## src/rtl/fp16_mant_round_stage.sv

```systemverilog
// ---------------------------------------------------------------------------
// fp16_mant_round_stage
//
// Back end of the FP16 multiplier. It takes the two partial-product addends
// left by the Dadda tree and turns them into a packed binary16 result.
// Two registered stages are connected by a valid/ready handshake:
//   stage 1 : carry-propagate add of the two addends
//   stage 2 : 1-bit normalization, round-to-nearest-even, exponent range
//             handling and packing
//
// Ports
//   clk, rst          clock (rising edge), asynchronous active-high reset
//   in_valid/in_ready input handshake
//   in_addend0/1      22-bit tree addends
//   in_sign           product sign
//   in_exp            signed ea+eb-15, before normalization
//   in_special        forward in_special_val unchanged (NaN/Inf/zero)
//   in_special_val    binary16 value used for special beats
//   out_valid/ready   output handshake
//   out_result        {sign, exp[4:0], mant[9:0]}
//   out_ovf           result overflowed to infinity
//   out_uf            result flushed to zero
//   out_inexact       precision was lost
// ---------------------------------------------------------------------------
module fp16_mant_round_stage #(
    parameter int EXP_W    = 8,
    parameter int BIAS_MAX = 31
) (
    input  logic                    clk,
    input  logic                    rst,
    input  logic                    in_valid,
    output logic                    in_ready,
    input  logic [21:0]             in_addend0,
    input  logic [21:0]             in_addend1,
    input  logic                    in_sign,
    input  logic signed [EXP_W-1:0] in_exp,
    input  logic                    in_special,
    input  logic [15:0]             in_special_val,
    output logic                    out_valid,
    input  logic                    out_ready,
    output logic [15:0]             out_result,
    output logic                    out_ovf,
    output logic                    out_uf,
    output logic                    out_inexact
);

    // One extra bit so that the +1 from normalization and the +1 from a
    // rounding carry can never wrap the exponent.
    localparam logic signed [EXP_W:0] BIAS_E = (EXP_W + 1)'(BIAS_MAX);
    localparam logic signed [EXP_W:0] ZERO_E = '0;

    logic                    s1_valid;
    logic [21:0]             s1_p;
    logic                    s1_sign;
    logic signed [EXP_W-1:0] s1_exp;
    logic                    s1_special;
    logic [15:0]             s1_special_val;

    logic s2_load;
    logic s1_load;

    // Each stage may load when it is empty or when its content moves on in
    // the same cycle; this gives full throughput with out_ready held high.
    assign s2_load  = !out_valid || out_ready;
    assign s1_load  = !s1_valid || s2_load;
    assign in_ready = s1_load;

    // Stage 1: final carry-propagate add. Payload is only captured for real
    // beats so an idle input bus does not toggle the stage registers.
    always_ff @(posedge clk or posedge rst) begin
        if (rst) begin
            s1_valid       <= 1'b0;
            s1_p           <= '0;
            s1_sign        <= 1'b0;
            s1_exp         <= '0;
            s1_special     <= 1'b0;
            s1_special_val <= '0;
        end else if (s1_load) begin
            s1_valid <= in_valid;
            if (in_valid) begin
                s1_p           <= in_addend0 + in_addend1;
                s1_sign        <= in_sign;
                s1_exp         <= in_exp;
                s1_special     <= in_special;
                s1_special_val <= in_special_val;
            end
        end
    end

    logic [9:0]              norm_m;
    logic                    norm_g;
    logic                    norm_s;
    logic signed [EXP_W:0]   norm_e;
    logic                    rnd_up;
    logic [10:0]             m_sum;
    logic signed [EXP_W:0]   e_rnd;
    logic                    is_ovf;
    logic                    is_uf;
    logic [15:0]             nxt_result;
    logic                    nxt_ovf;
    logic                    nxt_uf;
    logic                    nxt_inexact;

    // Stage 2 datapath: normalize on P[21], round to nearest even, then
    // clamp the exponent to infinity or flush to zero.
    always_comb begin
        norm_m      = '0;
        norm_g      = 1'b0;
        norm_s      = 1'b0;
        norm_e      = {s1_exp[EXP_W-1], s1_exp};
        rnd_up      = 1'b0;
        m_sum       = '0;
        e_rnd       = '0;
        is_ovf      = 1'b0;
        is_uf       = 1'b0;
        nxt_result  = '0;
        nxt_ovf     = 1'b0;
        nxt_uf      = 1'b0;
        nxt_inexact = 1'b0;

        if (s1_p[21]) begin
            norm_m = s1_p[20:11];
            norm_g = s1_p[10];
            norm_s = |s1_p[9:0];
            norm_e = {s1_exp[EXP_W-1], s1_exp} + ZERO_E + (EXP_W + 1)'(1);
        end else begin
            norm_m = s1_p[19:10];
            norm_g = s1_p[9];
            norm_s = |s1_p[8:0];
        end

        rnd_up = norm_g && (norm_s || norm_m[0]);
        m_sum  = {1'b0, norm_m} + {10'b0, rnd_up};
        // A carry out of the mantissa leaves m_sum[9:0] at zero already,
        // so only the exponent needs to absorb it.
        e_rnd  = norm_e + $signed({{EXP_W{1'b0}}, m_sum[10]});

        is_ovf = (e_rnd >= BIAS_E);
        is_uf  = (e_rnd <= ZERO_E);

        if (s1_special) begin
            nxt_result = s1_special_val;
        end else if (is_ovf) begin
            nxt_result  = {s1_sign, 5'h1F, 10'h000};
            nxt_ovf     = 1'b1;
            nxt_inexact = 1'b1;
        end else if (is_uf) begin
            nxt_result  = {s1_sign, 15'h0000};
            nxt_uf      = 1'b1;
            nxt_inexact = |s1_p;
        end else begin
            nxt_result  = {s1_sign, e_rnd[4:0], m_sum[9:0]};
            nxt_inexact = norm_g | norm_s;
        end
    end

    // Stage 2 output register. A bubble clears out_valid but leaves the
    // last result in place.
    always_ff @(posedge clk or posedge rst) begin
        if (rst) begin
            out_valid   <= 1'b0;
            out_result  <= '0;
            out_ovf     <= 1'b0;
            out_uf      <= 1'b0;
            out_inexact <= 1'b0;
        end else if (s2_load) begin
            out_valid <= s1_valid;
            if (s1_valid) begin
                out_result  <= nxt_result;
                out_ovf     <= nxt_ovf;
                out_uf      <= nxt_uf;
                out_inexact <= nxt_inexact;
            end
        end
    end

endmodule

```

## config.mk

```make
export PLATFORM = sky130hd
export DESIGN_NAME = fp16_mant_round_stage
export DESIGN_NICKNAME = d
export VERILOG_FILES = /design/src/rtl/fp16_mant_round_stage.sv
export SDC_FILE = /design/constraint.sdc
export NUM_CORES = 1
export LEC_CHECK = 0
export BUFFER_PORTS_ARGS = -buffer_cell sky130_fd_sc_hd__buf_2
export CAP_MARGIN = 5
export CORE_ASPECT_RATIO = 0.8
export CORE_MARGIN = 2
export CORE_UTILIZATION = 46
export CTS_CLUSTER_SIZE = 28
export DETAILED_ROUTE_END_ITERATION = 7
export PLACE_DENSITY = 0.69
export SYNTH_ARGS = -nofsm -noshare
export SYNTH_HDL_FRONTEND = slang
export SYNTH_SLANG_ARGS = --single-unit
```

## constraint.sdc

```tcl
create_clock -name clk -period 5.3 [get_ports clk]
set_input_delay 0.795 -clock clk [delete_from_list [all_inputs] [get_ports clk]]
set_output_delay 0.795 -clock clk [all_outputs]
set_load 0.005 [all_outputs]
```

### Word level (Yosys, flattened, before mapping)

Index checks and enable logic that the tools add are counted.

| cells by class | value |
|---|---|
| add/subtract/negate cells | 4 |
| $lt $le $gt $ge | 2 |
| multiplexer cells | 15 |
| bitwise operators | 1 |
| reductions and logical operators | 11 |

Operator list:

| kind | count |
|---|---|
| $mux 15 | 2 |
| $add 22x22->22 | 1 |
| $reduce_or 22->1 | 1 |
| $mux 16 | 1 |
| $add 10x1->11 | 1 |
| $mux 1 | 10 |
| $mux 10 | 1 |
| $reduce_or 10->1 | 1 |
| $add 8x2->9 const B | 1 |
| $add 9x2->9 | 1 |
| $ge 9x6->1 const B | 1 |
| $le 9x1->1 const B | 1 |
| $mux 9 | 1 |
| $reduce_or 9->1 | 1 |
| $reduce_and 2->1 | 2 |
| $logic_or 1x1->1 | 3 |
| $logic_not 1->1 | 2 |
| $logic_and 1x1->1 | 1 |
| $or 1x1->1 | 1 |

| word-level totals | value |
|---|---|
| bits in registers | 69 |
| input bits | 74 |
| output and inout port bits | 21 |
| logic and storage cells | 44 |

### Depth between registers and ports, before layout

| logic depth | value |
|---|---|
| depth in word-level cells | 10 |
| gate-level depth with buffers | 20 |
| mapped depth without buffers | 16 |

### Least setup slack after synthesis

No wires, ideal clock.

| path | value |
|---|---|
| kind | register to register |
| start point | reg s1_p[21] |
| end point | reg out_result[7] |
| setup time | 0.077 ns |
| arrival time | 4.493 ns |
| data required time | 5.223 ns |
| path slack | 0.730 ns |
| stages on the path, launching flop included | 21 |
| path buffers | 4 |
| clock period less this slack | 4.570 ns |
| cell sequence | dfrtp_1 > buf_6 > clkbuf_1 > buf_1 > clkbuf_1 > nand2_1 > a21boi_0 > ha_1 > nand3_1 > nor2_1 > nand4_1 > nor3_1 > ha_1 > ha_1 > o211ai_1 > nor3_1 > a31oi_1 > nor3_1 > nand2_4 > or4b_1 > a21oi_1 |

| on the way | value |
|---|---|
| cells in the longest elaborated chain, start to end | 9 |
| elaborated cells on any way between the ends | 13 |
| those cells by class | add/sub (2); order compare (2); mux (7); reduce/logical (2) |

RTL lines:

| item | RTL line | source |
|---|---|---|
| from (decl) | 53 | `logic [21:0] s1_p;` |
| from (signal assigned) | 81 | `s1_p <= in_addend0 + in_addend1;` |
| $mux 1 or $mux 10 (tied branches) | 121 | `if (s1_p[21]) begin` |
| $logic_or 1x1->1 | 132 | `rnd_up = norm_g && (norm_s \|\| norm_m[0]);` |
| $logic_and 1x1->1 | 132 |  |
| $add 10x1->11 | 133 | `m_sum = {1'b0, norm_m} + {10'b0, rnd_up};` |
| $add 9x2->9 | 136 | `e_rnd = norm_e + $signed({{EXP_W{1'b0}}, m_sum[10]});` |
| $le 9x1->1 | 139 | `is_uf = (e_rnd <= ZERO_E);` |
| $mux 15 | 147 | `end else if (is_uf) begin` |
| $mux 15 (*) | 143 | `end else if (is_ovf) begin` |
| $mux 16 (*) | 141 | `if (s1_special) begin` |
| to (signal assigned) | 169 | `out_result <= nxt_result;` |
| to (decl) | 41 | `output logic [15:0] out_result,` |

Mark *: on every way between the ends. The rest lies on a longest branch, timed or not.
A chain may end at the register's enable or synchronous reset.

### Worst setup path in the final report

Same ends and word-level chain as after synthesis.

==> results.md <==
* Outcome: finished, final reports clean
* Clock root buffer master: clkbuf_16
* Crit path arrival time at 4.54 ns
* Final wirelength at 10400 microns
* Die Wd at 116 microns
* CP Capture Type: register
* Placed cells at 721
* Total number of yosys warnings at 0
* Cell count after synthesis at 509
* Initial core utilization at 47.6%
* Largest net degree at the start of global routing at 70
* Min Tclk post-route at 4.29 ns
* Cts repair resizes at 0
* Busiest grt layer: met2
* Post-synth top area cell: dfrtp_1
* Ys flop type: dfrtp_1
* Wirelength per Cell at 14.2 microns
* Startpoint types: register
* Postcts setup bufs at 0
* Initial drt markers at 238
* Worst-Margin Slew at 0.900 ns
* Netlist cell types at 58
* Top cells by area, synth: dfrtp_1 37%, mux2_2 7.1%, ha_1 6.8%
* Core Box Area at 9690 sq um
* Nets at 696
* Post-detailed-route count of antenna-violating nets at 0
* Sequential fraction of the synthesis area at 37.4%
* Synth Area in Adders at 7.22%
* Syn_nets at 609
* Clock Skews at 0.00603 ns
* Reg-to-Reg End: out_result[7]
* Crit-path slowest cell: or4b_1
* CTS tree: built
* Synthesized flop and latch total at 69
* Top cell type's share of synthesized area at 37.4%
* Worst reg-to-reg path cell count at 16
* Leak at 2.54 nW
* Max-slew violations at 0
* Worst R2R Setup Slack at 1.01 ns
* Initial antenna violation count at 0
* Grt total ovfl at 0
* Top cells by instance count after synthesis: 69 x dfrtp_1, 60 x nand2_1, 51 x o21ai_0
* Post-synthesis compound-gate area fraction at 20.9%
* Sink Count at 69
* # IOs at 95
* Mux cell area share after synthesis at 8.39%
* DR vias at 3976
* Area Growth Syn to Fin at 20.0%
* Worst Hold Class: reg -> reg
* # DRC at 0
* Largest family of logic cells by synthesized area: compound AO/OA/AOI/OAI gates
* Worst-case clock buffer depth at 2
* Cell with the most instances after synthesis: dfrtp_1
* Post-synth ARST share at 100%
* Critical path destination: out_result[7]
* Vias in the first global route at 3842
* Share of layout cells above drive strength 1 at 25.1%
* Port-buffer cells at 94
* Final setup margin at 1.01 ns
* Finished Layout Cells at 737
* RD Place Congestion at 0.835
* Worst-path cell chain: buf_4, mux2_2, ha_1, nand3_1, nor2_1, nand4_1, nor3_1, ha_1, ha_1, o211ai_1, nor3_1, a31oi_1, nor3_1, nand2_4, or4b_1, a21oi_1
* Worst slew margin at 39.9%
* Fmax at 0.233 GHz
* Pre-antenna DRT Iters at 5
* Setup TNS at 0 ns
* Die area at 10800 sq um
* Post-DP HPWL at 7780 microns
* Final setup vio count at 0
* Met2 usage at 32.9%
* Worst Path Required at 5.56 ns
* CTS Buf Count at 9
* Final period utilization at 80.9%
* Met1 GRT Util at 28.8%
* Total power at 1.96 mW
* Mapped cell area at 4610 sq um
* Top delay family on crit path: simple AND/OR/NAND/NOR gates
* Buf/Inv on CP at 1
* Final Hold Viols at 0
* Dpl ws at 1.02 ns
* Diode count at 0
* Site Rows at 32
* EDFF count, synth at 0
* Via density at 5.39
* Met3 usage at 3.18%
* # hold bufs at CTS at 0
* RR Startpoint: s1_p[21]
* Levels on crit path at 16
* Post-synthesis xor/xnor area fraction at 5.26%
* Max FO, Critical Path at 34
* Largest stage delay, worst path at 0.55 ns
* Synthesized area per cell at 9.06 sq um
* Pwr Density at 354 nW/um^2
* Die height at 93.5 microns
* Worst vdd ir at 0.180 mV
* MaxCap Viol Count at 0
* RSZ-0062 raised after global routing: false
* Crit path kind: reg -> reg
* Htree depth at 3
* Gr usage total at 20.5%
* Worst Setup SP: s1_p[21]
* First-pass GRT wire length at 17900 microns
* Synth Area in Simple Gates at 17.7%
* Later-pin clock latency in the skew report at 0.33 ns
* Clock transition at path regs at 0.06 ns
-- worst min-delay path: cells and delay by family, from the launching register on --
family | cells | cell delay, ns
compound gates | 1 | 0.06
flops | 1 | 0.34
simple gates | 1 | 0.04
-- worst min path at each step --
| stage | startpoint | to | slack, ns | cells past startpoint |
|---|---|---|---|---|
| after floorplan | s1_p[2] | s1_p[2] | 0.45 | 2 |
| after global placement | out_result[15] | out_result[15] | 0.46 | 2 |
| after detailed placement | out_result[15] | out_result[15] | 0.47 | 2 |
| after CTS | out_result[15] | out_result[15] | 0.48 | 2 |
| after global routing | out_result[13] | out_result[13] | 0.51 | 2 |
| final | out_result[11] | out_result[11] | 0.48 | 2 |
-- report_power, final --
group	switching [mW]	internal [mW]
combinational	0.282	0.249
clock	0.227	0.462
sequential	0.109	0.629
total	0.618	1.34
-- cells in the final DEF, fill, tap and decap left out, types with 6 or more instances in the layout --
| cell type | synthesis | layout |
|---|---|---|
| ha_1 | 25 | 25 |
| nand2_1 | 60 | 59 |
| buf_2 | 0 | 94 |
| inv_1 | 13 | 12 |
| o21a_1 | 8 | 8 |
| mux2_2 | 29 | 29 |
| clkbuf_16 | 0 | 9 |
| nor4_1 | 6 | 6 |
| nand2b_1 | 14 | 14 |
| mux2i_1 | 6 | 6 |
| nand3_1 | 9 | 9 |
| xor2_1 | 8 | 8 |
| xnor2_1 | 17 | 17 |
| dfrtp_1 | 69 | 69 |
| a211oi_1 | 11 | 11 |
| nor2_1 | 27 | 27 |
| a21oi_1 | 47 | 47 |
| nor3_1 | 10 | 10 |
| o21ai_0 | 51 | 51 |
-- cell type report --
| type | instances | area [sq um] |
|---|---|---|
| fillers | 904 | 4160 |
| multi-input cells | 406 | 2750 |
| flip-flops and latches | 69 | 1730 |
| repair buffers | 97 | 493 |
| clock buffers | 9 | 225 |
| well taps | 136 | 170 |
| clock inverters | 7 | 121 |
| inverters | 13 | 48.8 |
-- flip-flops by register name (all words and copies together), names as in the netlist --
signal,cells
out_inexact,1
out_ovf,1
out_result,16
out_uf,1
out_valid,1
s1_exp,8
s1_p,22
s1_sign,1
s1_special,1
s1_special_val,16
s1_valid,1
-- routing by layer --
metal	part of all wire (%)	wire [microns]	vias to the layer above
met5	0	0	-
met4	0.42	44	0
met3	5.0	519	4
met2	45	4660	117
met1	50	5220	1826
li1	-	-	2029
-- cell families (layout without fill, tap and decap cells) --
| family | Yosys count | count (layout) |
|---|---|---|
| flip-flops | 69 | 69 |
| AO/OA/AOI/OAI | 156 | 156 |
| multiplexers | 35 | 35 |
| adder cells (fa/ha/maj) | 26 | 26 |
| AND/OR/NAND/NOR | 163 | 163 |
| XOR/XNOR | 26 | 26 |
| buffers and inverters | 34 | 126 |
-- per-stage QoR --
step / area, sq um / hold WS [ns] / util [%]
after floorplan: 4610 / 0.450 / -
after global placement: 5190 / 0.458 / 53.5
after detailed placement: 5190 / 0.466 / 53.5
after CTS: 5530 / 0.479 / 57.1
after global routing: 5530 / 0.506 / 57.1
final: 5530 / 0.475 / 57.1
Note: power is estimated with default switching activity, not from simulation.
